===== config.mk =====
export PLATFORM = sky130hd
export DESIGN_NAME = core_inst_sequencer_flat
export DESIGN_NICKNAME = d
export VERILOG_FILES = /design/src/rtl/core_inst_sequencer_if.sv /design/src/rtl/core_inst_sequencer.sv /design/src/flat_wrapper.sv
export SDC_FILE = /design/constraint.sdc
export NUM_CORES = 1
export LEC_CHECK = 0
export BUFFER_PORTS_ARGS = -buffer_cell sky130_fd_sc_hd__buf_4
export CAP_MARGIN = 30
export CORE_MARGIN = 2
export CORE_UTILIZATION = 49
export CTS_BUF_LIST = sky130_fd_sc_hd__clkbuf_8
export DETAILED_ROUTE_END_ITERATION = 16
export MAX_ROUTING_LAYER = met4
export PLACE_DENSITY = 0.77
export SYNTH_ARGS = -nofsm -noshare
export SYNTH_HDL_FRONTEND = slang
export SYNTH_SLANG_ARGS = --single-unit

===== constraint.sdc =====
create_clock -name clk -period 2 [get_ports clk]
set_input_delay 0.1 -clock clk [delete_from_list [all_inputs] [get_ports clk]]
set_output_delay 0.1 -clock clk [all_outputs]
set_load 0.1 [all_outputs]

===== src/rtl/core_inst_sequencer_if.sv =====
// rtl/core_inst_sequencer_if.sv - host/core-facing signal bundle of the instruction sequencer
interface core_inst_sequencer_if #(
   parameter int len_w = 4
);
   logic             start;
   logic             abort;
   logic [len_w-1:0] num_rows;
   logic             ofifo_valid;
   logic [18:0]      inst;
   logic             mem_req;
   logic             busy;
   logic             done;
   logic [3:0]       phase;

   modport master (
      output start, abort, num_rows, ofifo_valid,
      input  inst, mem_req, busy, done, phase
   );

   modport slave (
      input  start, abort, num_rows, ofifo_valid,
      output inst, mem_req, busy, done, phase
   );
endinterface


===== src/rtl/core_inst_sequencer.sv =====
// rtl/core_inst_sequencer.sv - walks the core through one attention tile: Q/K write, K load, execute, drain, writeback, SFP
module core_inst_sequencer #(
   parameter int col   = 8,
   parameter int pr    = 16,
   parameter int len_w = 4,
   parameter int drain = 16
) (
   input logic                 clk,
   input logic                 reset,
   core_inst_sequencer_if.slave bus
);
   localparam int top_a   = (drain > col) ? drain : col;
   localparam int top_b   = (pr > (1 << len_w)) ? pr : (1 << len_w);
   localparam int cnt_top = (top_a > top_b) ? top_a : top_b;
   localparam int cnt_w   = (cnt_top > 2) ? $clog2(cnt_top) : 1;

   localparam logic [cnt_w-1:0] col_last   = cnt_w'(col - 1);
   localparam logic [cnt_w-1:0] drain_last = cnt_w'(drain - 1);

   typedef enum logic [3:0] {
      S_IDLE  = 4'd0,
      S_QWR   = 4'd1,
      S_KWR   = 4'd2,
      S_KLD   = 4'd3,
      S_KGAP  = 4'd4,
      S_EXEC  = 4'd5,
      S_DRAIN = 4'd6,
      S_OWR   = 4'd7,
      S_SFPA  = 4'd8,
      S_SFPD  = 4'd9,
      S_DONE  = 4'd10
   } state_t;

   state_t           state_q, state_d;
   logic [cnt_w-1:0] cnt_q, cnt_d;
   logic [len_w-1:0] rows_q, rows_d;
   logic [18:0]      inst_q, inst_d;
   logic             mem_req_q, mem_req_d;
   logic             busy_q, busy_d;
   logic             done_q, done_d;
   logic [cnt_w-1:0] row_last;
   logic [3:0]       addr;

   assign row_last = cnt_w'(rows_q);

   always_comb begin
      state_d = state_q;
      cnt_d   = cnt_q;
      rows_d  = rows_q;
      case (state_q)
         S_IDLE: begin
            cnt_d = '0;
            if (bus.start) begin
               state_d = S_QWR;
               rows_d  = bus.num_rows;
            end
         end
         S_QWR:   if (cnt_q == row_last)   begin state_d = S_KWR;   cnt_d = '0; end else cnt_d = cnt_q + cnt_w'(1);
         S_KWR:   if (cnt_q == col_last)   begin state_d = S_KLD;   cnt_d = '0; end else cnt_d = cnt_q + cnt_w'(1);
         S_KLD:   if (cnt_q == col_last)   begin state_d = S_KGAP;  cnt_d = '0; end else cnt_d = cnt_q + cnt_w'(1);
         S_KGAP:  begin state_d = S_EXEC; cnt_d = '0; end
         S_EXEC:  if (cnt_q == row_last)   begin state_d = S_DRAIN; cnt_d = '0; end else cnt_d = cnt_q + cnt_w'(1);
         S_DRAIN: if (cnt_q == drain_last) begin state_d = S_OWR;   cnt_d = '0; end else cnt_d = cnt_q + cnt_w'(1);
         // A row only counts as written back in a cycle that actually carries ofifo_rd.
         S_OWR: begin
            if (inst_q[16]) begin
               if (cnt_q == row_last) begin state_d = S_SFPA; cnt_d = '0; end
               else cnt_d = cnt_q + cnt_w'(1);
            end
         end
         S_SFPA:  if (cnt_q == row_last)   begin state_d = S_SFPD;  cnt_d = '0; end else cnt_d = cnt_q + cnt_w'(1);
         S_SFPD:  if (cnt_q == row_last)   begin state_d = S_DONE;  cnt_d = '0; end else cnt_d = cnt_q + cnt_w'(1);
         S_DONE:  begin state_d = S_IDLE; cnt_d = '0; end
         default: begin state_d = S_IDLE; cnt_d = '0; end
      endcase
      if (bus.abort) begin
         state_d = S_IDLE;
         cnt_d   = '0;
      end
   end

   // Outputs are decoded from the next state so each pattern lines up with its state cycle;
   // the OWR read decision therefore uses ofifo_valid one cycle ahead of the read.
   always_comb begin
      inst_d = '0;
      addr   = 4'(cnt_d);
      case (state_d)
         S_QWR:   begin inst_d[4] = 1'b1; inst_d[15:12] = addr; end
         S_KWR:   begin inst_d[2] = 1'b1; inst_d[15:12] = addr; end
         S_KLD:   begin inst_d[3] = 1'b1; inst_d[6] = 1'b1; inst_d[15:12] = addr; end
         S_EXEC:  begin inst_d[5] = 1'b1; inst_d[7] = 1'b1; inst_d[15:12] = addr; end
         S_OWR: begin
            if (bus.ofifo_valid) begin
               inst_d[16] = 1'b1; inst_d[0] = 1'b1; inst_d[11:8] = addr;
            end
         end
         S_SFPA:  begin inst_d[1] = 1'b1; inst_d[17] = 1'b1; inst_d[11:8] = addr; end
         S_SFPD:  begin inst_d[1] = 1'b1; inst_d[18] = 1'b1; inst_d[11:8] = addr; end
         default: inst_d = '0;
      endcase
      mem_req_d = (state_d == S_QWR) || (state_d == S_KWR);
      busy_d    = (state_d != S_IDLE);
      done_d    = (state_d == S_DONE);
   end

   always_ff @(posedge clk) begin
      if (reset) begin
         state_q   <= S_IDLE;
         cnt_q     <= '0;
         rows_q    <= '0;
         inst_q    <= '0;
         mem_req_q <= 1'b0;
         busy_q    <= 1'b0;
         done_q    <= 1'b0;
      end else begin
         state_q   <= state_d;
         cnt_q     <= cnt_d;
         rows_q    <= rows_d;
         inst_q    <= inst_d;
         mem_req_q <= mem_req_d;
         busy_q    <= busy_d;
         done_q    <= done_d;
      end
   end

   assign bus.inst    = inst_q;
   assign bus.mem_req = mem_req_q;
   assign bus.busy    = busy_q;
   assign bus.done    = done_q;
   assign bus.phase   = state_q;
endmodule


===== src/flat_wrapper.sv =====
// flat-port wrapper written by rule: the top's interface ports become plain ports
module core_inst_sequencer_flat 
#(
   parameter int col   = 8,
   parameter int pr    = 16,
   parameter int len_w = 4,
   parameter int drain = 16
)
  (clk, reset, bus_start, bus_abort, bus_num_rows, bus_ofifo_valid, bus_inst, bus_mem_req, bus_busy, bus_done, bus_phase);
  core_inst_sequencer_if #(.len_w(len_w)) bus_i ();
  input logic clk;
  input logic reset;
  input wire logic [$bits(bus_i.start)-1:0] bus_start;
  input wire logic [$bits(bus_i.abort)-1:0] bus_abort;
  input wire logic [$bits(bus_i.num_rows)-1:0] bus_num_rows;
  input wire logic [$bits(bus_i.ofifo_valid)-1:0] bus_ofifo_valid;
  output wire logic [$bits(bus_i.inst)-1:0] bus_inst;
  output wire logic [$bits(bus_i.mem_req)-1:0] bus_mem_req;
  output wire logic [$bits(bus_i.busy)-1:0] bus_busy;
  output wire logic [$bits(bus_i.done)-1:0] bus_done;
  output wire logic [$bits(bus_i.phase)-1:0] bus_phase;
  assign bus_i.start = bus_start;
  assign bus_i.abort = bus_abort;
  assign bus_i.num_rows = bus_num_rows;
  assign bus_i.ofifo_valid = bus_ofifo_valid;
  assign bus_inst = bus_i.inst;
  assign bus_mem_req = bus_i.mem_req;
  assign bus_busy = bus_i.busy;
  assign bus_done = bus_i.done;
  assign bus_phase = bus_i.phase;
  core_inst_sequencer #(.col(col), .pr(pr), .len_w(len_w), .drain(drain)) u_core (.clk(clk), .reset(reset), .bus(bus_i));
endmodule

==> impl_results.md <==
- HP Class: in -> reg
- YS warnings: 0
- Num CTS Buffers: 5
- Post-Route WL: 3485 um
- TritonCTS clock tree: yes
- CP startpoint: u_core.cnt_q[3]
- Std cell rows: 19
- Sequential area share after synthesis: between 40% and 50%
- Yosys top cell by area: dfxtp_1
- Vias/cell: 5.588
- Async SR Flop Fraction: 0%
- Status: complete, no violations
- Final Cycle Share: 97.76%
- Fill cells: 212
- DRC errors left: 0
- # IOs: 35
- RSZ-0062 raised after global routing: true
- WP data arrival: 2.12 ns
- Clk root buf: clkbuf_8
- Clk buf depth: 2
- GR Util All Layers: 23.14%
- Clock Latency Late Sink: 0.28 ns
- Worst path max stage delay: approximately 0.55 ns
- Leak Pwr: around 0.85 nW
- Post-synth net total: 165
- Total iterations of the first detailed-routing run: 4
- Post-synthesis cell area: around 1400 um^2
- Average size of a mapped cell: 9.041 um^2
- Max frequency: roughly 0.51 GHz
- Layout cell share with drive strength beyond 1: about 42%
- Tightest Pin Transition: 0.3441 ns
- GPL Wtd Cong: 0.9174
- Final nets: 211
- Area delta synth->final: 37.32%
- Iteration-0 DRC Markers: 46
- Worst reg2reg path startpoint: u_core.cnt_q[3]
- HPWL after DPL: 2570 um
- Antenna violations before repair: 0
- Max_slew headroom: 76.87%
- Crit path cell chain: xor2_2, or4_4, a22o_4, a21o_1, a22oi_2, nor2_1
- Worst setup SP type: flip-flop
- Die ar.: 3303 um^2
- Cell Count, Final, Fillers Out: 233
- Synth cell types: 45
- Port Buffers: 34
- Overflow after GRT: 0
- Core footprint: around 2700 um^2
- Largest net degree at the start of global routing: 15
- H-tree levels: 2
- Hold_buf cts: 0
- Skew final: 0.009397 ns
- Final min period: between 1.5 and 2 ns
- First-pass GRT wire length: 5602 um
- Yosys top cell area share: 44.29%
- Internal reg-to-reg setup slack: 0.04 ns
- Crit path max fanout: 4
- Register-to-Register Path Depth: 6
- Post-synth top cells: dfxtp_1 (31), nor2_1 (20), a21oi_1 (10)
- Pwr dens: 685.7 nW/um^2
- Max-cap violations: 0
- Slowest CP cell: or4_4
- Synth Register Bits: 31
- Mapped Cells: around 160
- Die Y: 57.48 um
- CP top delay family: compound AO/OA/AOI/OAI gates
- Dpl cells: 224
- Starting density of the core: 51.26%
- Die width: 57.48 um
- CP Class: reg -> reg
- Max IR drop VDD: 0.7283 mV
- Ant. Diodes: 0
- EDFF count, synth: 0
- Number of buffer and inverter stages on the critical path: 0
- Hold WS: 0.05141 ns
- CTS clk-pin slew, worst paths: 0.06 ns
- Worst R2R End: u_core.bus.inst[11]
- Vias: approximately 1300
- Synth area leaders: dfxtp_1 (44%), nor2_1 (5.4%), a21oi_1 (3.6%), nor3_1 (3.2%), mux2i_1 (2.9%)
- Max-slew violation total from the final report: 0
- Number of global-route vias before repair: 1319
- Most common flop cell mapped by yosys: dfxtp_1
- Worst setup path end: u_core.bus.inst[11]
- Worst setup EP type: flip-flop
- Critical Path RT: ~2.2 ns
- # clock sinks: 31
- Fin. Hold Viols: 0
- DR WL/cell: 14.96 um
- Post-route ant nets: 0
- CP Depth: 6
- Final setup violating endpoints: 0
- Most common cell in the netlist: dfxtp_1
## registers in the layout, summed over array words and instances, names as in the netlist
| name | cells |
|---|---|
| u_core.row_last | 4 |
| u_core.bus.phase | 4 |
| u_core.bus.done | 1 |
| u_core.bus.busy | 1 |
| u_core.cnt_q | 4 |
| u_core.bus.mem_req | 1 |
| u_core.bus.inst | 16 |
## per-layer routing
| metal | track usage, % | wire (um) | up-vias |
|---|---|---|---|
| li1 | - | - | 632 |
| met1 | 23.73 | 1333 | 612 |
| met2 | 39.94 | 1854 | 43 |
| met3 | 5.442 | 183 | 15 |
| met4 | 13.29 | 113 | 0 |
| met5 | - | 0 | - |
## final cells by class
type	count	area [um^2]	share of cell area (%)
clock buffer	6	82.58	4.291
clock inverter	2	8.758	0.4551
inverter	3	11.26	0.5852
multi-input combinational	111	774.5	40.25
sequential	31	640.6	33.29
tap	31	38.79	2.016
timing repair buffer	49	367.9	19.12
## kinds of logic (layout without fill, tap and decap cells)
| group | Yosys count | after routing | share of synthesized area [%] |
|---|---|---|---|
| muxes | 4 | 4 | 2.857 |
| and+or+nand+nor | 70 | 70 | 28.13 |
| adders and majority gates | 1 | 1 | 0.8927 |
| xor gates and xnor gates | 6 | 6 | 4.287 |
| buffers and inverters | 13 | 60 | 5.357 |
| DFF | 31 | 31 | 44.29 |
| AOI/OAI and AO/OA | 30 | 30 | 14.20 |
## power breakdown
part / switching [mW] / internal [mW]
registers: 0.0117 / 0.625
logic: 0.123 / 0.0790
clock network: 0.210 / 0.271
## how the worst min path moves through the flow
stage	slack (ns)	from	depth (start not counted)	to
CTS	0.05	bus_num_rows[1]	3	u_core.row_last[1]
floorplan	0.24	bus_num_rows[0]	2	u_core.row_last[0]
global route	0.06	bus_num_rows[1]	3	u_core.row_last[1]
global placement	0.33	bus_num_rows[3]	3	u_core.row_last[3]
finish	0.05	bus_num_rows[1]	3	u_core.row_last[1]
detailed placement	0.34	bus_num_rows[1]	3	u_core.row_last[1]
## stage by stage
stage | instance area [um^2] | setup WS (ns) | util [%] | total power [mW] | setup TNS [ns]
after floorplan | 1415 | 0.05127 | - | 0.7832 | 0
after CTS | 1864 | 0.04433 | 68.19 | 1.320 | 0
after global routing | 1924 | -0.04865 | 70.39 | 1.363 | -0.09426
after global placement | 1750 | 0.002347 | 64.03 | 0.8334 | 0
final | 1924 | 0.04471 | 70.39 | 1.319 | 0
after detailed placement | 1750 | -0.04940 | 64.03 | 0.8358 | -0.2243
## what timing repair did
action	CTS	global route
setup endpoints to repair	8	16
buffers inserted	0	1
pin swaps	0	3
gates resized for setup	4	14
## layout by cell type, fill, tap and decap left out, types with 5 or more instances in the layout
cell type   n
dfxtp_1    23
nor3_1      8
nor2_1     20
nand2b_1    5
nand2_1     7
buf_4      49
clkbuf_8    6
a21oi_1     8
## tightest hold or removal path, cell delays in order
cell and delay (ns):
buf_4 0.08, mux2i_1 0.05, nor2_1 0.07
Power figures use the tool's default switching activity.
